<file path="src/rtl/fifo_pkg.sv">
// Shared FIFO definitions: read-mode selectors and width helpers.
package fifo_pkg;

  localparam int FIFO_MODE_REGOUT = 0;
  localparam int FIFO_MODE_FWFT   = 1;

  // Level must represent 0..depth inclusive, hence depth+1 states.
  function automatic int fifo_lvl_w(input int depth);
    return $clog2(depth + 1);
  endfunction

  function automatic int fifo_ptr_w(input int depth);
    return (depth > 1) ? $clog2(depth) : 1;
  endfunction

endpackage

</file>
<file path="src/rtl/sync_fifo_flex_if.sv">
// Push/pop/status bundle for sync_fifo_flex; master = producer/consumer side, slave = FIFO side.
interface sync_fifo_flex_if #(
  parameter int WIDTH   = 32,
  parameter int W_LEVEL = 3
);
  logic [WIDTH-1:0]   w_data;
  logic               w_en;
  logic               r_en;
  logic               err_clr;
  logic [WIDTH-1:0]   r_data;
  logic               full;
  logic               empty;
  logic               almost_full;
  logic               almost_empty;
  logic [W_LEVEL-1:0] level;
  logic               overflow;
  logic               underflow;

  modport master (
    output w_data, w_en, r_en, err_clr,
    input  r_data, full, empty, almost_full, almost_empty, level, overflow, underflow
  );

  modport slave (
    input  w_data, w_en, r_en, err_clr,
    output r_data, full, empty, almost_full, almost_empty, level, overflow, underflow
  );
endinterface

</file>
<file path="src/rtl/fifo_ptr_wrap.sv">
// Modulo-DEPTH pointer: advances on inc, wraps DEPTH-1 -> 0 explicitly (no power-of-two assumption).
// One-cycle update latency; no backpressure of its own.
module fifo_ptr_wrap
  import fifo_pkg::*;
#(
  parameter int DEPTH = 4,
  localparam int PW   = fifo_ptr_w(DEPTH)
) (
  input  logic          clk,
  input  logic          rst_n,
  input  logic          inc,
  output logic [PW-1:0] ptr
);

  logic [PW-1:0] ptr_q, ptr_d;

  always_comb begin
    ptr_d = ptr_q;
    if (inc) begin
      if (ptr_q == PW'(DEPTH - 1)) ptr_d = '0;
      else                         ptr_d = ptr_q + PW'(1);
    end
  end

  always_ff @(posedge clk or negedge rst_n) begin
    if (!rst_n) ptr_q <= '0;
    else        ptr_q <= ptr_d;
  end

  assign ptr = ptr_q;

endmodule

</file>
<file path="src/rtl/sync_fifo_flex.sv">
// Arbitrary-depth sync FIFO, FWFT or registered-output read; sticky errors under SYNC_FIFO_FLEX_ERR_FLAGS_EN.
// Write->read 1 cycle (FWFT) / r_data 1 cycle after r_en (REGOUT); push when full (no pop) and pop when empty are dropped.
module sync_fifo_flex
  import fifo_pkg::*;
#(
  parameter int WIDTH    = 32,
  parameter int DEPTH    = 4,
  parameter int FWFT     = 1,
  parameter int AF_LEVEL = DEPTH - 1,
  parameter int AE_LEVEL = 1,
  parameter int W_LEVEL  = fifo_lvl_w(DEPTH)
) (
  input logic              clk,
  input logic              rst_n,
  sync_fifo_flex_if.slave  bus
);

  localparam int PW = fifo_ptr_w(DEPTH);

  logic [WIDTH-1:0]   mem_q [DEPTH];
  logic [WIDTH-1:0]   rdata_q, rdata_d;
  logic [W_LEVEL-1:0] level_q, level_d;
  logic               full_q, full_d;
  logic               empty_q, empty_d;
  logic               af_q, af_d;
  logic               ae_q, ae_d;
  logic [PW-1:0]      w_ptr, r_ptr;
  logic               push, pop;

  assign pop  = bus.r_en && !empty_q;
  assign push = bus.w_en && (!full_q || pop);

  fifo_ptr_wrap #(.DEPTH(DEPTH)) u_w_ptr (.clk(clk), .rst_n(rst_n), .inc(push), .ptr(w_ptr));
  fifo_ptr_wrap #(.DEPTH(DEPTH)) u_r_ptr (.clk(clk), .rst_n(rst_n), .inc(pop),  .ptr(r_ptr));

  // Flags derive from the next level so they always agree with level_q.
  always_comb begin
    level_d = level_q + W_LEVEL'(push) - W_LEVEL'(pop);
    full_d  = (level_d == W_LEVEL'(DEPTH));
    empty_d = (level_d == '0);
    af_d    = (int'(level_d) >= AF_LEVEL);
    ae_d    = (int'(level_d) <= AE_LEVEL);
    rdata_d = pop ? mem_q[r_ptr] : rdata_q;
  end

  always_ff @(posedge clk or negedge rst_n) begin
    if (!rst_n) begin
      level_q <= '0;
      full_q  <= 1'b0;
      empty_q <= 1'b1;
      af_q    <= (AF_LEVEL == 0);
      ae_q    <= (AE_LEVEL >= 0);
      rdata_q <= '0;
    end else begin
      level_q <= level_d;
      full_q  <= full_d;
      empty_q <= empty_d;
      af_q    <= af_d;
      ae_q    <= ae_d;
      rdata_q <= rdata_d;
    end
  end

  // Storage is deliberately not reset; stale entries are unreachable once pointers clear.
  always_ff @(posedge clk) begin
    if (push) mem_q[w_ptr] <= bus.w_data;
  end

`ifdef SYNC_FIFO_FLEX_ERR_FLAGS_EN
  logic ovf_q, ovf_d;
  logic udf_q, udf_d;

  always_comb begin
    ovf_d = ovf_q;
    udf_d = udf_q;
    if (bus.err_clr) begin
      ovf_d = 1'b0;
      udf_d = 1'b0;
    end
    if (bus.w_en && full_q && !pop) ovf_d = 1'b1;
    if (bus.r_en && empty_q)        udf_d = 1'b1;
  end

  always_ff @(posedge clk or negedge rst_n) begin
    if (!rst_n) begin
      ovf_q <= 1'b0;
      udf_q <= 1'b0;
    end else begin
      ovf_q <= ovf_d;
      udf_q <= udf_d;
    end
  end

  assign bus.overflow  = ovf_q;
  assign bus.underflow = udf_q;
`else
  logic unused_err_clr;
  assign unused_err_clr = bus.err_clr;
  assign bus.overflow   = 1'b0;
  assign bus.underflow  = 1'b0;
`endif

  assign bus.r_data       = (FWFT == FIFO_MODE_FWFT) ? mem_q[r_ptr] : rdata_q;
  assign bus.full         = full_q;
  assign bus.empty        = empty_q;
  assign bus.almost_full  = af_q;
  assign bus.almost_empty = ae_q;
  assign bus.level        = level_q;

endmodule
</file>
<file path="src/flat_wrapper.sv">
// flat-port wrapper written by rule: the top's interface ports become plain ports
module sync_fifo_flex_flat import fifo_pkg::*;
#(
  parameter int WIDTH    = 32,
  parameter int DEPTH    = 4,
  parameter int FWFT     = 1,
  parameter int AF_LEVEL = DEPTH - 1,
  parameter int AE_LEVEL = 1,
  parameter int W_LEVEL  = fifo_lvl_w(DEPTH)
)
  (clk, rst_n, bus_w_data, bus_w_en, bus_r_en, bus_err_clr, bus_r_data, bus_full, bus_empty, bus_almost_full, bus_almost_empty, bus_level, bus_overflow, bus_underflow);
  sync_fifo_flex_if #(.WIDTH(WIDTH), .W_LEVEL(W_LEVEL)) bus_i ();
  input logic clk;
  input logic rst_n;
  input wire logic [$bits(bus_i.w_data)-1:0] bus_w_data;
  input wire logic [$bits(bus_i.w_en)-1:0] bus_w_en;
  input wire logic [$bits(bus_i.r_en)-1:0] bus_r_en;
  input wire logic [$bits(bus_i.err_clr)-1:0] bus_err_clr;
  output wire logic [$bits(bus_i.r_data)-1:0] bus_r_data;
  output wire logic [$bits(bus_i.full)-1:0] bus_full;
  output wire logic [$bits(bus_i.empty)-1:0] bus_empty;
  output wire logic [$bits(bus_i.almost_full)-1:0] bus_almost_full;
  output wire logic [$bits(bus_i.almost_empty)-1:0] bus_almost_empty;
  output wire logic [$bits(bus_i.level)-1:0] bus_level;
  output wire logic [$bits(bus_i.overflow)-1:0] bus_overflow;
  output wire logic [$bits(bus_i.underflow)-1:0] bus_underflow;
  assign bus_i.w_data = bus_w_data;
  assign bus_i.w_en = bus_w_en;
  assign bus_i.r_en = bus_r_en;
  assign bus_i.err_clr = bus_err_clr;
  assign bus_r_data = bus_i.r_data;
  assign bus_full = bus_i.full;
  assign bus_empty = bus_i.empty;
  assign bus_almost_full = bus_i.almost_full;
  assign bus_almost_empty = bus_i.almost_empty;
  assign bus_level = bus_i.level;
  assign bus_overflow = bus_i.overflow;
  assign bus_underflow = bus_i.underflow;
  sync_fifo_flex #(.WIDTH(WIDTH), .DEPTH(DEPTH), .FWFT(FWFT), .AF_LEVEL(AF_LEVEL), .AE_LEVEL(AE_LEVEL), .W_LEVEL(W_LEVEL)) u_core (.clk(clk), .rst_n(rst_n), .bus(bus_i));
endmodule
</file>
<file path="config.mk">
export PLATFORM = sky130hd
export DESIGN_NAME = sync_fifo_flex_flat
export DESIGN_NICKNAME = d
export VERILOG_FILES = /design/src/rtl/fifo_pkg.sv /design/src/rtl/sync_fifo_flex_if.sv /design/src/rtl/fifo_ptr_wrap.sv /design/src/rtl/sync_fifo_flex.sv /design/src/flat_wrapper.sv
export SDC_FILE = /design/constraint.sdc
export NUM_CORES = 1
export LEC_CHECK = 0
export CAP_MARGIN = 30
export CORE_MARGIN = 4
export CORE_UTILIZATION = 50
export CTS_BUF_LIST = sky130_fd_sc_hd__clkbuf_2 sky130_fd_sc_hd__clkbuf_4 sky130_fd_sc_hd__clkbuf_8
export CTS_CLUSTER_SIZE = 20
export DETAILED_ROUTE_END_ITERATION = 8
export GPL_TIMING_DRIVEN = 1
export PLACE_DENSITY_LB_ADDON = 0.2
export SYNTH_ARGS = -nofsm -noshare
export SYNTH_HDL_FRONTEND = slang
export SYNTH_SLANG_ARGS = --single-unit
</file>
<file path="constraint.sdc">
create_clock -name clk -period 5.3 [get_ports clk]
set_input_delay 1.06 -clock clk [delete_from_list [all_inputs] [get_ports clk]]
set_output_delay 1.06 -clock clk [all_outputs]
set_load 0.02 [all_outputs]
</file>
==> results of run 1 <==
-- state kept, by name (all words and copies together), names as in the netlist --
register and cells:
u_core.u_w_ptr.ptr 2, u_core.mem_q 128, u_core.bus.full 1, u_core.bus.almost_full 1, u_core.bus.almost_empty 1, u_core.bus.empty 1
u_core.bus.level 3, u_core.u_r_ptr.ptr 2
-- metal layers --
layer,wire length (microns),track usage (%),vias up,share of wire (%)
met5,0,0,-,0
met4,79,4.43,0,0.91
met3,398,5.15,7,4.6
met2,4460,25.0,57,52
met1,3720,18.4,1220,43
li1,-,-,1062,-
-- synthesized netlist by cell type, drive strengths merged --
master,instances
mux4,32
clkbuf,1
nor2,4
dfstp,2
nand2,1
mux2,3
nand2b,1
xor2,1
conb,1
a21o,1
inv,9
xnor2,1
o21ai,1
and2,4
buf,9
edfxtp,128
dfrtp,9
nor3,1
fa,1
a21boi,1
ha,7
-- final cells by class --
class | instances | area (sq um)
Sequential cell | 139 | 4120
Fill cell | 768 | 3750
Multi-Input combinational cell | 61 | 993
Timing Repair Buffer | 75 | 748
Clock buffer | 18 | 241
Clock inverter | 14 | 218
Tap cell | 136 | 170
Inverter | 9 | 33.8
-- metrics by stage --
step | cells | power [W] | instance area (sq um) | setup WS [ns] | hold WS (ns)
after floorplan | 219 | 0.00240 | 5250 | 2.71 | 0.534
after global placement | 420 | 0.00288 | 6070 | 1.82 | 0.559
after detailed placement | 420 | 0.00291 | 6070 | 1.81 | 0.569
after CTS | 452 | 0.00387 | 6530 | 1.34 | 0.585
after global routing | 452 | 0.00400 | 6530 | 1.26 | 0.599
final | 452 | 0.00381 | 6530 | 1.46 | 0.581
-- how the worst max path moves through the flow --
| stage | startpoint | slack, ns | to |
|---|---|---|---|
| CTS | u_core.u_r_ptr.ptr[0] | 1.34 | bus_r_data[30] |
| global route | u_core.u_r_ptr.ptr[0] | 1.26 | bus_r_data[30] |
| global placement | u_core.u_r_ptr.ptr[0] | 1.82 | bus_r_data[30] |
| floorplan | bus_r_en | 2.71 | u_core.mem_q[3][0] |
| finish | u_core.u_r_ptr.ptr[0] | 1.46 | bus_r_data[30] |
| detailed placement | u_core.u_r_ptr.ptr[0] | 1.81 | bus_r_data[30] |
-- report_power, final --
part,switching [W],internal (W),leakage (nW)
clock,0.000396,0.000568,0.223
combinational,0.000612,0.000639,0.684
sequential,0.000143,0.00145,1.30
total,0.00115,0.00266,2.21
-- kinds of logic after synthesis --
| logic type | count (synthesis) |
|---|---|
| buffers and inverters | 19 |
| flip-flops | 139 |
| multiplexers | 35 |
| XOR/XNOR | 2 |
| AO/OA/AOI/OAI | 3 |
| AND/OR/NAND/NOR | 11 |
| adder cells (fa/ha/maj) | 8 |
| other | 1 |
-- critical path, cell delays in order, from the launching register on --
cell             delay (ns)
dfrtp_2                0.69
buf_4                  0.45
mux4_1                 0.65
clkdlybuf4s50_1        0.56
==> flow_summary_export.csv, run 1 <==
group,metric,value,unit
sta,setup_viol,0,
floorplanning,die_w,110,microns
drt,ant_nets,0,
critical_path,crit_type,"reg2out",
sta,rsz0062_at_grt,"no",
sta,tightest_slew,0.879,ns
critical_path,r2r_slack,3.18,ns
final_layout,layout_common_cells,"128 x edfxtp_1, 74 x clkdlybuf4s50_1, 28 x mux4_2",
logic_synthesis,ys_seq_area_share,78.6,%
logic_synthesis,synth-simple-area-share,1.19,%
critical_path,worstPathArrival,2.78,ns
flow_run,drv_cap,0,
floorplanning,core_region_area,10300,sq um
clocking,cts_buffer_depth,2,
sta,fmax,260,MHz
drt,wl_per_cell,19.2,microns
drt,vias,2346,
logic_synthesis,synth_top_area_share,73.3,%
sta,hold_violations,0,
floorplanning,fp.dieH,110,microns
logic_synthesis,syn_inst,218,
grt,overflow,0,
clocking,clock-sinks,139,
critical_path,critPathMaxFanout,19,
logic_synthesis,synth_area_leaders,"edfxtp_1 73%, mux4_2 12%, dfrtp_1 4.3%, mux4_1 2.0%, ha_1 1.7%",
drt,route.detailed.drc,0,
floorplanning,row_count,37,
placed_design,io_buffer_count,74,
clocking,clock-root-buffer,"clkbuf_8",
grt,grt_max_degree,35,
clocking,htree_levels,4,
clocking,ctsResizeCount,0,
final_layout,syn_to_final_growth,24.5,%
worst_hold_path,holdPathStages,1,
grt,antenna_found_initial,0,
floorplanning,ioPinCount,78,
sta,min_period_over_period,72.4,%
worst_hold_path,min_from,"u_core.u_w_ptr.ptr[1]",
worst_hold_path,hold_class,"reg2reg",
critical_path,r2r-start,"u_core.bus.empty",
logic_synthesis,syn_area,5250,sq um
critical_path,rr_worst_depth,10,
grt,grt_pass1_wl,13800,microns
clocking,cts_tree,"built",
critical_path,rr_endpoint,"u_core.bus.empty",
drt,via_per_inst,5.19,
logic_synthesis,synthXorXnorAreaFrac,0.334,%
placed_design,place_congestion,0.646,
clocking,cts-buffers-inserted,17,
drt,drtIter0Drc,59,
drt,drtPass1Iterations,5,
clocking,clk_latency,0.41,ns
logic_synthesis,ys_ff_latch,139,
critical_path,startpoint_type,"flop",
critical_path,cp-end-kind,"output port",
sta,setup-tns-final,0,ns
logic_synthesis,yosys.area.top_type,"edfxtp_1",
clocking,postCtsHoldBufs,0,
pwr,leakagePower,2.21,nW
final_layout,layout-drive-gt1-share,23.4,%
pwr,vdd_drop_max,375,uV
drt,drt-total-wl,8660,microns
final_layout,finalNetCount,348,
sta,fin_crit,3.84,ns
critical_path,crit_required,4.24,ns
logic_synthesis,synth_cell_types,25,
clocking,clkTransAtPathRegs,0.07,ns
pwr,p_per_area,584,nW/um^2
logic_synthesis,synth_mux_area_share,14.7,%
grt,first_global_vias,2606,
logic_synthesis,synth_top_family_by_area,"multiplexers",
grt,grt_use_total,14.9,%
logic_synthesis,syn_area_per_cell,24.1,sq um
floorplanning,dieArea,12200,sq um
sta,relSlewSlack,41.4,%
sta,fin_worst_skew,0.0101,ns
clocking,postCtsSetupRepairBufs,0,
logic_synthesis,synth_compound_area_share,0.453,%
final_layout,final_core_util,63.5,%
logic_synthesis,synthAdderAreaFrac,2.05,%
placed_design,post-dp-hpwl,5090,microns
sta,drv_slew,0,
final_layout,final_common_cell,"edfxtp_1",
floorplanning,initial_core_util,51.0,%
final_layout,antenna_cells,0,
worst_hold_path,hold_end,"u_core.u_w_ptr.ptr[1]",
logic_synthesis,yosysWarnings,0,
outcome,status,"finished clean",
Note: power is estimated with default switching activity, not from simulation.
==> run 2, diff against run 1 <==
Clock period 5.3 ns to 3.72 ns, I/O delays scaled along.
==> run 2 against run 1 <==
Effect of this change:
- critical endpoint is now bus_r_data[19]
- combinational power is 46% higher
- routed wire length fell by 2.3%
- critical path type unchanged
- count of clock-buffer cells in the layout decreased by 1
- largest power group unchanged
- clock skew is essentially flat
- power up 39%
- critical path depth unchanged
- worst hold slack worse by 0.0084 ns
- first-iteration DRC count increased by 41%
==> flow_summary_export.csv, run 2 (synthesis results as in run 1) <==
group,metric,value,unit
critical_path,crit_chain,"buf_4, mux4_2, clkdlybuf4s50_1",
final_layout,antenna_cells,0,
pwr,leakagePower,2.23,nW
final_layout,multi_input_area,993,sq um
placed_design,io_buffer_count,74,
grt,first_global_vias,2633,
sta,fin_worst_skew,0.0105,ns
clocking,clock-sinks,139,
final_layout,layout_common_cells,"128 x edfxtp_1, 74 x clkdlybuf4s50_1, 28 x mux4_2",
sta,hold_violations,0,
floorplanning,row_count,37,
drt,ant_nets,0,
drt,via_per_inst,5.20,
sta,rsz0062_at_grt,"no",
clocking,clkTransAtPathRegs,0.08,ns
sta,relSlewSlack,45.1,%
clocking,postCtsHoldBufs,0,
clocking,clk_latency,0.42,ns
clocking,cts-buffers-inserted,17,
clocking,htree_levels,4,
grt,grt_pass1_wl,13900,microns
pwr,vdd_drop_max,486,uV
drt,drtPass1Iterations,4,
grt,grt_max_degree,35,
floorplanning,fp.dieH,110,microns
clocking,cts_buffer_depth,2,
placed_design,place_congestion,0.703,
critical_path,critPathMaxFanout,21,
grt,grt_use_total,15.2,%
sta,setup-tns-final,0,ns
final_layout,finalNetCount,356,
clocking,ctsResizeCount,0,
final_layout,fillers,746,
drt,wl_per_cell,18.4,microns
outcome,status,"finished clean",
critical_path,r2r_slack,1.60,ns
floorplanning,initial_core_util,51.0,%
worst_hold_path,hold_end,"u_core.u_w_ptr.ptr[1]",
drt,drtIter0Drc,83,
drt,vias,2393,
final_layout,layout-drive-gt1-share,24.7,%
sta,min_period_over_period,90.1,%
critical_path,rr_worst_depth,10,
flow_run,drv_cap,0,
critical_path,r2r-start,"u_core.bus.empty",
worst_hold_path,min_from,"u_core.u_w_ptr.ptr[1]",
final_layout,final_common_cell,"edfxtp_1",
sta,setup_viol,0,
critical_path,slowest_delay,0.80,ns
sta,fin_crit,3.35,ns
final_layout,syn_to_final_growth,24.8,%
drt,route.detailed.drc,0,
critical_path,crit_type,"reg2out",
final_layout,regArea,4120,sq um
critical_path,crit_required,2.98,ns
floorplanning,ioPinCount,78,
critical_path,worstPathArrival,2.61,ns
clocking,cts_tree,"built",
sta,fmax,298,MHz
critical_path,cp-end-kind,"output port",
critical_path,critPathSlowestCell,"dfrtp_2",
clocking,clock-root-buffer,"clkbuf_8",
grt,overflow,0,
sta,tightest_slew,0.824,ns
final_layout,final_core_util,63.7,%
worst_hold_path,holdPathStages,1,
grt,antenna_found_initial,0,
floorplanning,dieArea,12200,sq um
drt,drt-total-wl,8460,microns
critical_path,startpoint_type,"flop",
placed_design,post-dp-hpwl,5440,microns
final_layout,largest_reg_flops,128,
worst_hold_path,hold_class,"reg2reg",
clocking,postCtsSetupRepairBufs,0,
final_layout,top_register,"u_core.mem_q",
floorplanning,die_w,110,microns
sta,drv_slew,0,
floorplanning,core_region_area,10300,sq um
critical_path,rr_endpoint,"u_core.bus.empty",
pwr,p_per_area,811,nW/um^2
run 2: changes by cell type in the layout (fill, tap and decap cells not counted), sizes merged:
cell,previous run,this run
buf,1,9
clkinv,4,8
bufinv,5,3
clkbuf,18,17
clkinvlp,3,2
run 2: critical path, delay by kind of cell, from the launching register on:
family                 cells  cell delay (ns)
buffers and inverters      2             0.87
flip-flops                 1             0.80
multiplexers               1             0.52
run 2: how the worst max path moves through the flow:
stage | start | endpoint | slack (ns)
floorplan | bus_r_en | u_core.mem_q[3][0] | 1.45
global placement | u_core.u_r_ptr.ptr[0] | bus_r_data[19] | 0.75
detailed placement | u_core.u_r_ptr.ptr[0] | bus_r_data[19] | 0.74
CTS | u_core.u_r_ptr.ptr[0] | bus_r_data[19] | 0.28
global route | u_core.u_r_ptr.ptr[0] | bus_r_data[19] | 0.18
finish | u_core.u_r_ptr.ptr[0] | bus_r_data[19] | 0.37
run 2: area by class of cell:
cell class,instances,area share [%]
repair buffers,83,12.5
multi-input cells,61,15.2
inverters,9,0.516
flip-flops and latches,139,63.0
clock inverters,15,2.62
well taps,136,2.60
clock buffers,17,3.57
run 2: through the flow:
step	hold WS, ns	std cells	total power [W]	cell area (sq um)	setup slack, ns
final	0.573	460	0.00531	6550	0.367
after global routing	0.608	460	0.00561	6550	0.180
after CTS	0.580	460	0.00540	6550	0.277
after detailed placement	0.562	428	0.00419	6140	0.744
after global placement	0.558	428	0.00414	6140	0.747
after floorplan	0.448	219	0.00342	5250	1.45
run 2: layer usage:
layer	global-route usage, %	share of wire, %	vias up
met1	18.5	40	1240
met4	5.25	1.7	0
met2	24.6	52	63
li1	-	-	1077
met5	0	0	-
met3	6.25	5.9	13
run 2: power by group:
part	internal [W]	switching (W)
Sequential	0.00206	0.000214
Clock	0.000661	0.000554
Combinational	0.000954	0.000865
